### src/rtl/peripheral_bus_pkg.sv
// Shared peripheral-bus definitions: bridge state encoding, bus widths and the
// data value returned when no responder claims a read.
package peripheral_bus_pkg;

    localparam int unsigned PERIPHERAL_ADDR_W = 24;
    localparam int unsigned PERIPHERAL_DATA_W = 32;
    localparam int unsigned PERIPHERAL_SEL_W  = 4;
    localparam int unsigned TIMEOUT_CNT_W     = 16;

    localparam logic [PERIPHERAL_DATA_W-1:0] PERIPHERAL_UNCLAIMED_DATA = 32'hFFFF_FFFF;

    typedef enum logic [1:0] {
        IDLE   = 2'd0,
        ACCESS = 2'd1,
        ACK    = 2'd2
    } bridge_state_e;

    // One latched peripheral-bus request
    typedef struct packed {
        logic                         we;
        logic [PERIPHERAL_SEL_W-1:0]  sel;
        logic [PERIPHERAL_ADDR_W-1:0] addr;
        logic [PERIPHERAL_DATA_W-1:0] data;
    } periph_req_t;

endpackage

### src/rtl/peripheral_bus_timeout.sv
// Busy-cycle counter for the bridge; flags an access that stays busy for
// TIMEOUT_CYCLES counted cycles and is still busy afterwards.
module peripheral_bus_timeout
    import peripheral_bus_pkg::*;
#(
    parameter int unsigned TIMEOUT_CYCLES = 255
) (
    input  logic clk,
    input  logic rst,
    input  logic in_access,
    input  logic busy,
    output logic expired_c
);

    localparam logic [TIMEOUT_CNT_W-1:0] LIMIT = TIMEOUT_CNT_W'(TIMEOUT_CYCLES);

    logic [TIMEOUT_CNT_W-1:0] count_q;

    // Held at zero outside ACCESS, so every access starts from a cleared count
    always_ff @(posedge clk or negedge rst) begin
        if (!rst) begin
            count_q <= '0;
        end else if (!in_access) begin
            count_q <= '0;
        end else if (busy && (count_q != LIMIT)) begin
            count_q <= count_q + TIMEOUT_CNT_W'(1);
        end
    end

    assign expired_c = in_access && busy && (count_q == LIMIT);

endmodule

### src/rtl/wb_peripheral_bus_bridge.sv
// Wishbone-classic slave to peripheral-bus initiator, one access in flight.
// Optional busy timeout with wb_err_o is built when PERIPHERAL_BUS_TIMEOUT_EN is defined.
module wb_peripheral_bus_bridge
    import peripheral_bus_pkg::*;
#(
    parameter int unsigned TIMEOUT_CYCLES = 255
) (
    input  logic                         clk,
    input  logic                         rst,
    input  logic                         wb_cyc_i,
    input  logic                         wb_stb_i,
    input  logic                         wb_we_i,
    input  logic [PERIPHERAL_SEL_W-1:0]  wb_sel_i,
    input  logic [31:0]                  wb_adr_i,
    input  logic [PERIPHERAL_DATA_W-1:0] wb_data_i,
    output logic                         wb_ack_o,
    output logic                         wb_err_o,
    output logic [PERIPHERAL_DATA_W-1:0] wb_data_o,
    output logic                         peripheralBus_we,
    output logic                         peripheralBus_oe,
    output logic [PERIPHERAL_ADDR_W-1:0] peripheralBus_address,
    output logic [PERIPHERAL_SEL_W-1:0]  peripheralBus_byteSelect,
    output logic [PERIPHERAL_DATA_W-1:0] peripheralBus_dataWrite,
    input  logic                         peripheralBus_busy,
    input  logic [PERIPHERAL_DATA_W-1:0] peripheralBus_dataRead,
    input  logic                         requestOutput
);

    if (TIMEOUT_CYCLES == 0 || TIMEOUT_CYCLES > 65535) begin : g_bad_timeout
        $error("wb_peripheral_bus_bridge: TIMEOUT_CYCLES must be in 1..65535");
    end

    bridge_state_e                state_q, state_d;
    periph_req_t                  req_q, req_d;
    logic                         we_q, we_d;
    logic                         oe_q, oe_d;
    logic                         ack_q, ack_d;
    logic                         err_q, err_d;
    logic [PERIPHERAL_DATA_W-1:0] rdata_q, rdata_d;
    logic                         timeout_c;

    // Upper address byte is decoded by the interconnect
    logic unused_adr_hi;
    assign unused_adr_hi = &{1'b0, wb_adr_i[31:24]};

`ifdef PERIPHERAL_BUS_TIMEOUT_EN
    peripheral_bus_timeout #(
        .TIMEOUT_CYCLES(TIMEOUT_CYCLES)
    ) u_timeout (
        .clk       (clk),
        .rst       (rst),
        .in_access (state_q == ACCESS),
        .busy      (peripheralBus_busy),
        .expired_c (timeout_c)
    );
`else
    assign timeout_c = 1'b0;
`endif

    // State and registered outputs
    always_ff @(posedge clk or negedge rst) begin
        if (!rst) begin
            state_q <= IDLE;
            req_q   <= '0;
            we_q    <= 1'b0;
            oe_q    <= 1'b0;
            ack_q   <= 1'b0;
            err_q   <= 1'b0;
            rdata_q <= '0;
        end else begin
            state_q <= state_d;
            req_q   <= req_d;
            we_q    <= we_d;
            oe_q    <= oe_d;
            ack_q   <= ack_d;
            err_q   <= err_d;
            rdata_q <= rdata_d;
        end
    end

    // Next state and next register values
    always_comb begin
        state_d = state_q;
        req_d   = req_q;
        we_d    = we_q;
        oe_d    = oe_q;
        ack_d   = 1'b0;
        err_d   = 1'b0;
        rdata_d = rdata_q;

        unique case (state_q)
            IDLE: begin
                if (wb_cyc_i && wb_stb_i) begin
                    req_d.we   = wb_we_i;
                    req_d.sel  = wb_sel_i;
                    req_d.addr = wb_adr_i[PERIPHERAL_ADDR_W-1:0];
                    req_d.data = wb_data_i;
                    we_d       = wb_we_i;
                    oe_d       = !wb_we_i;
                    state_d    = ACCESS;
                end
            end
            ACCESS: begin
                if (!wb_cyc_i) begin
                    // Master abandoned the cycle: release the bus silently
                    we_d    = 1'b0;
                    oe_d    = 1'b0;
                    state_d = IDLE;
                end else if (timeout_c) begin
                    we_d    = 1'b0;
                    oe_d    = 1'b0;
                    err_d   = 1'b1;
                    state_d = ACK;
                    if (!req_q.we) begin
                        rdata_d = PERIPHERAL_UNCLAIMED_DATA;
                    end
                end else if (!peripheralBus_busy) begin
                    we_d    = 1'b0;
                    oe_d    = 1'b0;
                    ack_d   = 1'b1;
                    state_d = ACK;
                    if (!req_q.we) begin
                        rdata_d = requestOutput ? peripheralBus_dataRead
                                                : PERIPHERAL_UNCLAIMED_DATA;
                    end
                end
            end
            ACK: begin
                state_d = IDLE;
            end
            default: begin
                state_d = IDLE;
            end
        endcase
    end

    assign wb_ack_o                 = ack_q;
    assign wb_err_o                 = err_q;
    assign wb_data_o                = rdata_q;
    assign peripheralBus_we         = we_q;
    assign peripheralBus_oe         = oe_q;
    assign peripheralBus_address    = req_q.addr;
    assign peripheralBus_byteSelect = req_q.sel;
    assign peripheralBus_dataWrite  = req_q.data;

endmodule

### config.mk
export PLATFORM = sky130hd
export DESIGN_NAME = wb_peripheral_bus_bridge
export DESIGN_NICKNAME = d
export VERILOG_FILES = /design/src/rtl/peripheral_bus_pkg.sv /design/src/rtl/peripheral_bus_timeout.sv /design/src/rtl/wb_peripheral_bus_bridge.sv
export SDC_FILE = /design/constraint.sdc
export NUM_CORES = 1
export LEC_CHECK = 0
export BUFFER_PORTS_ARGS = -buffer_cell sky130_fd_sc_hd__buf_4
export CAP_MARGIN = 10
export CORE_ASPECT_RATIO = 0.5
export CORE_MARGIN = 1.5
export CORE_UTILIZATION = 45
export CTS_CLUSTER_DIAMETER = 100
export DETAILED_ROUTE_END_ITERATION = 8
export PLACE_DENSITY = 0.77
export SLEW_MARGIN = 20
export SYNTH_ARGS = -nofsm -noshare
export SYNTH_HDL_FRONTEND = slang
export SYNTH_HIERARCHICAL = 1
export SYNTH_SLANG_ARGS = --single-unit
### constraint.sdc
create_clock -name clk -period 2 [get_ports clk]
set_input_delay 0.4 -clock clk [delete_from_list [all_inputs] [get_ports clk]]
set_output_delay 0.4 -clock clk [all_outputs]
set_load 0.03 [all_outputs]
==> results.json, run 1 <==
{
  "status": "finished, final reports clean",
  "port_buffers": 193,
  "finalInstanceArea_um2": 5840,
  "synth-edff-count": 0,
  "fin_ws_ns": 0.404,
  "cp.required_ns": 2.22,
  "vdd_drop_max_mv": 0.567,
  "synth_top_cell_area_share_pct": 55.6,
  "crit-reg2reg-launch": "state_q[1]$_DFFE_PN0P_",
  "grt_pass1_wl_um": 13300,
  "drt_wl_total_um": 8770,
  "cts_buffer_depth": 2,
  "syn_area_per_cell_um2": 14.1,
  "fin_skew_ns": 0.00293,
  "grt_start_max_net_pins": 45,
  "cts.repair.resized": 0,
  "crit_family": "simple AND/OR/NAND/NOR gates",
  "finalSetupViolations": 0,
  "cts_hold_buf": 0,
  "cp-start-kind": "flip-flop",
  "finalCriticalPeriod_ns": 1.60,
  "syn_inst": 313,
  "dpl.hpwl_um": 6340,
  "drc": 0,
  "drive_above_1_share_pct": 68.5,
  "cts-root-buf": "clkbuf_16",
  "yosysSeqAreaShare_pct": 55.6,
  "syn_nets": 420,
  "synthMuxAreaShare_pct": 23.7,
  "rsz0062_at_grt": "no",
  "synth_xor_area_share_pct": 0,
  "vias": 2689,
  "synth_warnings": 6,
  "synth_area_um2": 4410,
  "die-height_um": 73.0,
  "core_um2": 9480,
  "initial_core_util_pct": 46.5,
  "cp_max_fo": 32,
  "setup.worst_path.class": "reg2reg",
  "hold_violations": 0,
  "crit_chain": "nand2b_4, nor4b_4, buf_12, mux2_2",
  "seq_area_um2": 2450,
  "rows": 25,
  "yosys.area.top_type": "dfrtp_1",
  "timing.final.crit_share_pct": 79.8,
  "area_growth_pct": 32.6,
  "synth-compound-area-share_pct": 0.653,
  "yosysMostFrequentCell": "dfrtp_1",
  "synth.distinct_cells": 21,
  "diodes": 0,
  "finalSetupTns_ns": 0,
  "timing.fmax_mhz": 627,
  "synth_ff_type": "dfrtp_1",
  "place_ws_ns": 0.376,
  "ant_nets": 0,
  "dieArea_um2": 10400,
  "synthAdderAreaFrac_pct": 0,
  "cts.sinks": 98,
  "io_pins": 203,
  "routabilityCongestion": 0.746,
  "crit_path_end_kind": "flip-flop",
  "nFillCells": 774,
  "p_leak_nw": 2.71,
  "cp_slowest_cell": "dfrtp_1",
  "clock_latency_ns": 0.33,
  "postCtsSetupRepairBufs": 0,
  "synth_top_family_by_area": "multiplexers",
  "gr-usage-all-layers_pct": 16.6,
  "antenna_found_initial": 0,
  "arrival_ns": 1.81,
  "drt-initial-drc-count": 120,
  "power_mw": 7.08,
  "path_clk_slew_ns": 0.06,
  "avgRoutedWirePerCell_um": 14.9,
  "htree_levels": 3,
  "cts_tree": "done",
  "multi_input_area_um2": 1370,
  "hold_class": "in2async",
  "rrSetupSlack_ns": 0.40,
  "nets": 556,
  "dieWidth_um": 143,
  "viasPerCell": 4.57,
  "cp-startpoint": "state_q[1]$_DFFE_PN0P_",
  "ys_top_cells_by_count": "dfrtp_1 (98), mux2_2 (92), buf_4 (61)",
  "synth-simple-area-share_pct": 6.61,
  "synthArstFlopShare_pct": 100,
  "cts_buffers": 9,
  "synth_area_leaders": "dfrtp_1 (56%), mux2_2 (24%), buf_4 (10%), nand2b_1 (4.5%), buf_6 (2.6%)",
  "placed_area_um2": 5540,
  "grt_pass1_vias": 2589,
  "firstDrtPassIters": 4,
  "cp.buffers_inverters": 1,
  "grt_overflow": 0,
  "maxCapViolations": 0,
  "slew_violations": 0,
  "synth-seq-cells": 98,
  "cpPeakStageDelay_ns": 0.40,
  "cellPowerDensity_nw_per_um2": 1210
}
[metrics by stage]
stage	util [%]	hold WS, ns	instances
floorplan	-	0.104	313
global placement	58.4	0.404	573
detailed placement	58.4	0.407	573
CTS	61.7	0.0428	589
global route	61.7	0.0665	589
finish	61.7	0.0303	589
[layer usage]
metal  part of all wire [%]  GRT usage (%)
met5                      0              0
met2                     55           29.8
met1                     39           19.7
met4                    1.3           6.07
met3                    4.1           4.27
[final cells by class]
| class | count | area share (%) |
|---|---|---|
| inverters | 1 | 0.0642 |
| multi-input cells | 140 | 23.4 |
| flip-flops and latches | 98 | 42.0 |
| clock inverters | 5 | 0.899 |
| clock buffers | 11 | 4.32 |
| repair buffers | 199 | 26.4 |
| well taps | 135 | 2.89 |
[cells in the final DEF, fill, tap and decap left out, types with 2 or more instances in the layout]
cell	synthesis	routed
clkbuf_16	0	9
nor3b_1	3	3
mux2_2	92	92
nand2b_1	32	32
buf_12	0	4
dfrtp_1	98	98
buf_4	61	195
clkbuf_8	0	2
clkinv_2	0	3
[power breakdown]
part           internal (mW)  switching (mW)  leakage (nW)
sequential              2.48           0.259          1.14
clock                   1.03           0.712         0.151
combinational           1.14            1.46          1.42
[sequential cells by signal, summed over array words and instances (netlist names)]
signal and cells:
peripheralBus_we 1, wb_ack_o 1, peripheralBus_address 24, peripheralBus_byteSelect 4, peripheralBus_dataWrite 32, req_q 1, wb_data_o 32, state_q 2
peripheralBus_oe 1
[worst reg2reg max path, stage by stage (launching register included)]
cell and delay, ns:
dfrtp_1 0.40, nand2b_4 0.17, nor4b_4 0.28, buf_12 0.25, mux2_2 0.38
[final timing paths]
kind / to / cells past startpoint
max in group asynchronous: peripheralBus_dataWrite[9]$_DFFE_PN0P_ / 2
min reg2reg: state_q[0]$_DFFE_PN0P_ / 1
max: wb_data_o[19]$_DFFE_PN0P_ / 4
min in group clk: state_q[1]$_DFFE_PN0P_ / 2
max reg2reg: wb_data_o[19]$_DFFE_PN0P_ / 4
min: wb_ack_o$_DFF_PN0_ / 1
[kinds of logic (layout without fill, tap and decap cells)]
kind of cell,count (synthesis),after routing
AND/OR/NAND/NOR,42,42
AO/OA/AOI/OAI,4,4
buffers and inverters,75,216
flip-flops,98,98
multiplexers,93,93
other,1,1
(Power assumes the default switching activity.)
==> run 2, diff against run 1 <==
Settings changed: CORE_UTILIZATION 45 to 42, PLACE_DENSITY 0.77 to 0.76.
Clock period 2 ns to 1.4 ns, I/O delays scaled along.
==> results.json, run 2 (synthesis gave the netlist of run 1 again) <==
{
  "timing.final.crit_share_pct": 111,
  "violations": "setup timing",
  "avgRoutedWirePerCell_um": 17.1,
  "gr-usage-all-layers_pct": 17.8,
  "status": "finished, violations left",
  "initial_core_util_pct": 43.2,
  "final_cell_mix": "buf_4 (202), dfrtp_1 (98), mux2_4 (74)",
  "antenna_found_initial": 0,
  "fin_ws_ns": -0.149,
  "cts.sinks": 98,
  "port_buffers": 193,
  "io_pins": 203,
  "dieWidth_um": 148,
  "min_from": "wb_data_i[28]",
  "arrival_ns": 1.77,
  "clock_latency_ns": 0.34,
  "cts-root-buf": "clkbuf_16",
  "ant_nets": 0,
  "dpl.hpwl_um": 6790,
  "cts_tree": "done",
  "grt_start_max_net_pins": 38,
  "finalCriticalPeriod_ns": 1.55,
  "cp-startpoint": "state_q[0]$_DFFE_PN0P_",
  "viasPerCell": 4.66,
  "maxCapViolations": 0,
  "cp-start-kind": "flip-flop",
  "htree_levels": 3,
  "whs_ns": 0.164,
  "cp_max_fo": 10,
  "fin_skew_ns": 0.00798,
  "cts_buffer_depth": 2,
  "vias": 2881,
  "drt_wl_total_um": 10500,
  "endpoint": "peripheralBus_dataWrite[31]$_DFFE_PN0P_",
  "rrSetupSlack_ns": -0.15,
  "cellPowerDensity_nw_per_um2": 1620,
  "slew_violations": 0,
  "drc": 0,
  "cp.required_ns": 1.62,
  "drive_above_1_share_pct": 69.9,
  "final_core_util_pct": 63.7,
  "setup.worst_path.class": "reg2reg",
  "cp_slowest_cell": "dfrtp_1",
  "drt-initial-drc-count": 113,
  "finalInstanceArea_um2": 6510,
  "diodes": 0,
  "grt_pass1_vias": 2944,
  "crit_path_end_kind": "flip-flop",
  "timing.fmax_mhz": 646,
  "hold_violations": 0,
  "placed_area_um2": 5860,
  "vdd_drop_max_mv": 0.688,
  "rows": 26,
  "crit_chain": "and4bb_4, buf_12, buf_16, mux2_4",
  "hold_class": "in2reg",
  "crit-reg2reg-launch": "state_q[0]$_DFFE_PN0P_",
  "reg2reg_depth": 4,
  "core_um2": 10200,
  "cpPeakStageDelay_ns": 0.42,
  "grt_overflow": 0,
  "finalSetupViolations": 94,
  "routabilityCongestion": 0.767,
  "rsz0062_at_grt": "yes",
  "firstDrtPassIters": 4,
  "layout_commonest_cell": "buf_4",
  "die-height_um": 75.4,
  "r2r-end": "peripheralBus_dataWrite[31]$_DFFE_PN0P_",
  "place_ws_ns": -0.172,
  "area_growth_pct": 47.7,
  "nets": 580,
  "dieArea_um2": 11200,
  "p_leak_nw": 3.15,
  "grt_pass1_wl_um": 15100,
  "cts_buffers": 9,
  "path_clk_slew_ns": 0.07
}
==> run 2: changes by cell type in the layout (fill, tap and decap cells not counted), moves of 3 or more <==
cell	change
clkbuf_16	+3
buf_4	+7
mux2_2	-74
buf_8	+3
mux2_4	+74
buf_12	+5
buf_16	+3
==> run 2: worst min path at each step <==
stage | to | cells past startpoint
floorplan | peripheralBus_address[0]$_DFFE_PN0P_ | 0
global placement | peripheralBus_byteSelect[0]$_DFFE_PN0P_ | 1
detailed placement | peripheralBus_byteSelect[0]$_DFFE_PN0P_ | 1
CTS | peripheralBus_dataWrite[28]$_DFFE_PN0P_ | 2
global route | peripheralBus_address[4]$_DFFE_PN0P_ | 2
finish | peripheralBus_dataWrite[28]$_DFFE_PN0P_ | 2
==> run 2: cell type report <==
class	instances	area [um^2]
fillers	769	3710
flip-flops and latches	98	2450
repair buffers	223	1930
multi-input cells	140	1660
clock buffers	12	256
well taps	140	175
clock inverters	4	26.3
inverters	1	3.75
==> run 2: report_power, final <==
part / total (mW) / internal (mW) / switching (mW) / leakage, nW
Clock: 2.34 / 1.30 / 1.04 / 0.139
Combinational: 4.23 / 2.02 / 2.20 / 1.87
Sequential: 3.95 / 3.54 / 0.410 / 1.14
==> run 2: through the flow <==
stage | instances | power [mW] | TNS (ns)
finish | 618 | 10.5 | -10.73
global route | 618 | 10.9 | -14.76
CTS | 614 | 10.5 | -12.70
detailed placement | 585 | 8.00 | -9.60
global placement | 585 | 7.92 | -8.30
floorplan | 313 | 6.86 | -6.90
==> run 2: critical path: cells and delay by family (launching register included) <==
| family | cells | cell delay (ns) |
|---|---|---|
| buf+inv | 2 | 0.31 |
| flops | 1 | 0.42 |
| simple gates | 1 | 0.38 |
| mux | 1 | 0.30 |
==> run 2: timing repair <==
action,4_1_cts,5_1_grt
hold buffers,1,0
gates cloned,5,4
gates resized for setup,15,16
setup endpoints to repair,94,95
setup buffers,7,2
hold endpoints to repair,9,0
pin swaps,2,1
==> run 2: layer usage <==
metal | GRT usage (%) | share of wire, % | vias up | routed length [um]
met3 | 4.73 | 4.4 | 23 | 468
met1 | 21.0 | 40 | 1452 | 4210
met5 | 0 | 0 | - | 0
met2 | 32.1 | 53 | 91 | 5620
met4 | 7.37 | 2.4 | 0 | 252
li1 | - | - | 1315 | -
==> run 3, diff against run 2 <==
Settings changed: SKIP_LAST_GASP set to 1.
==> results.json, run 3 (synthesis gave the netlist of run 1 again) <==
{
  "hold_class": "in2reg",
  "drt_wl_total_um": 10500,
  "drive_above_1_share_pct": 69.9,
  "violations": "setup timing",
  "drt-initial-drc-count": 100,
  "cp.required_ns": 1.62,
  "cts_buffer_depth": 2,
  "viasPerCell": 4.65,
  "p_leak_nw": 3.11,
  "arrival_ns": 1.77,
  "p_sw_mw": 3.64,
  "clock_latency_ns": 0.34,
  "core_um2": 10200,
  "finalSetupViolations": 94,
  "dieWidth_um": 148,
  "status": "finished, violations left",
  "cts_buffers": 9,
  "routabilityCongestion": 0.767,
  "nets": 580,
  "rows": 26,
  "dieArea_um2": 11200,
  "ant_nets": 0,
  "gr-usage-all-layers_pct": 17.8,
  "port_buffers": 193,
  "place_ws_ns": -0.172,
  "io_pins": 203,
  "switching_share_pct": 34.9,
  "clkPwrFrac_pct": 22.4,
  "fin_ws_ns": -0.146,
  "grt_overflow": 0,
  "cts.sinks": 98,
  "cp-start-kind": "flip-flop",
  "cp_slowest_cell": "dfrtp_1",
  "antenna_found_initial": 0,
  "fin_skew_ns": 0.00737,
  "cpPeakStageDelay_ns": 0.42,
  "crit_path_end_kind": "flip-flop",
  "seqPwrFrac_pct": 37.7,
  "dpl.hpwl_um": 6790,
  "p_int_mw": 6.80,
  "firstDrtPassIters": 4,
  "diodes": 0,
  "crit_family": "flip-flops",
  "vdd_drop_max_mv": 0.691,
  "hold_violations": 0,
  "avgRoutedWirePerCell_um": 17.1,
  "path_clk_slew_ns": 0.07,
  "dp.cells": 585,
  "grt_pass1_wl_um": 15100,
  "finalCriticalPeriod_ns": 1.55,
  "grt_start_max_net_pins": 38,
  "nFillCells": 773,
  "layout_commonest_cell": "buf_4",
  "timing.fmax_mhz": 647,
  "initial_core_util_pct": 43.2,
  "slew_violations": 0,
  "cts_tree": "done",
  "grt_pass1_vias": 2942,
  "cp_max_fo": 10,
  "rsz0062_at_grt": "yes",
  "die-height_um": 75.4,
  "final_cells": 618,
  "cts-root-buf": "clkbuf_16",
  "setup.worst_path.class": "reg2reg",
  "timing.final.crit_share_pct": 110,
  "cp.buffers_inverters": 2,
  "combPwrFrac_pct": 39.8,
  "area_growth_pct": 46.7,
  "cellPowerDensity_nw_per_um2": 1620,
  "maxCapViolations": 0,
  "crit_chain": "and4bb_4, buf_12, buf_16, mux2_4",
  "drc": 0,
  "final_cell_mix": "buf_4 (202), dfrtp_1 (98), mux2_4 (64)",
  "vias": 2875,
  "htree_levels": 3,
  "final_core_util_pct": 63.3
}
run 3: worst paths after layout:
path,start,slack (ns),to,cells past startpoint
worst max-delay path,state_q[0]$_DFFE_PN0P_,-0.15,peripheralBus_dataWrite[31]$_DFFE_PN0P_,4
worst min-delay path,wb_data_i[28],0.16,peripheralBus_dataWrite[28]$_DFFE_PN0P_,2
worst max register to register,state_q[0]$_DFFE_PN0P_,-0.15,peripheralBus_dataWrite[31]$_DFFE_PN0P_,4
worst min register to register,peripheralBus_we$_DFFE_PN0P_,0.50,peripheralBus_we$_DFFE_PN0P_,1
max in group asynchronous,rst,0.62,wb_data_o[20]$_DFFE_PN0P_,3
min in group asynchronous,rst,0.33,peripheralBus_address[21]$_DFFE_PN0P_,2
run 3: power by group through the flow:
stage / clock network (mW) / logic [mW] / registers [mW]
final: 2.35 / 4.16 / 3.94
after global routing: 2.52 / 4.33 / 4.04
after CTS: 2.40 / 4.13 / 3.94
after detailed placement: 0 / 4.02 / 3.97
after global placement: 0 / 3.97 / 3.95
after floorplan: 0 / 2.28 / 4.58
run 3: metrics by stage:
stage          setup TNS (ns)  instance area (um^2)  hold slack [ns]  power, mW
5_1_grt                -14.93                  6470            0.150       10.9
2_1_floorplan           -6.90                  4650          -0.0156       6.86
6_report               -10.69                  6470            0.164       10.4
3_5_place_dp            -9.60                  5860            0.140       8.00
3_3_place_gp            -8.30                  5860            0.137       7.92
4_1_cts                -12.78                  6400            0.151       10.5
run 3: layout make-up:
class / instances / area [um^2] / share of cell area, %
tap: 140 / 175 / 2.71
timing repair buffer: 223 / 1930 / 29.8
inverter: 1 / 3.75 / 0.0580
multi-input combinational: 140 / 1630 / 25.1
sequential: 98 / 2450 / 37.9
clock buffer: 12 / 256 / 3.97
clock inverter: 4 / 26.3 / 0.406
run 3: worst register-to-register path, stage by stage, from the launching register on:
cell and delay, ns:
dfrtp_1 0.42, and4bb_4 0.38, buf_12 0.16, buf_16 0.15
mux2_4 0.31
run 3: what timing repair did:
action | in CTS | in global routing
hold buffers | 1 | 0
resized for setup | 10 | 10
hold endpoints to repair | 9 | 0
pin swaps | 2 | 1
setup buffers | 7 | 2
endpoints found under the setup margin | 94 | 95
gates cloned | 5 | 4
run 3: routing by layer:
metal	track usage (%)	share of wire [%]	up-vias
met5	0	0	-
met4	7.37	3.0	0
met3	4.73	4.2	25
met2	32.2	53	91
met1	20.7	40	1443
li1	-	-	1316
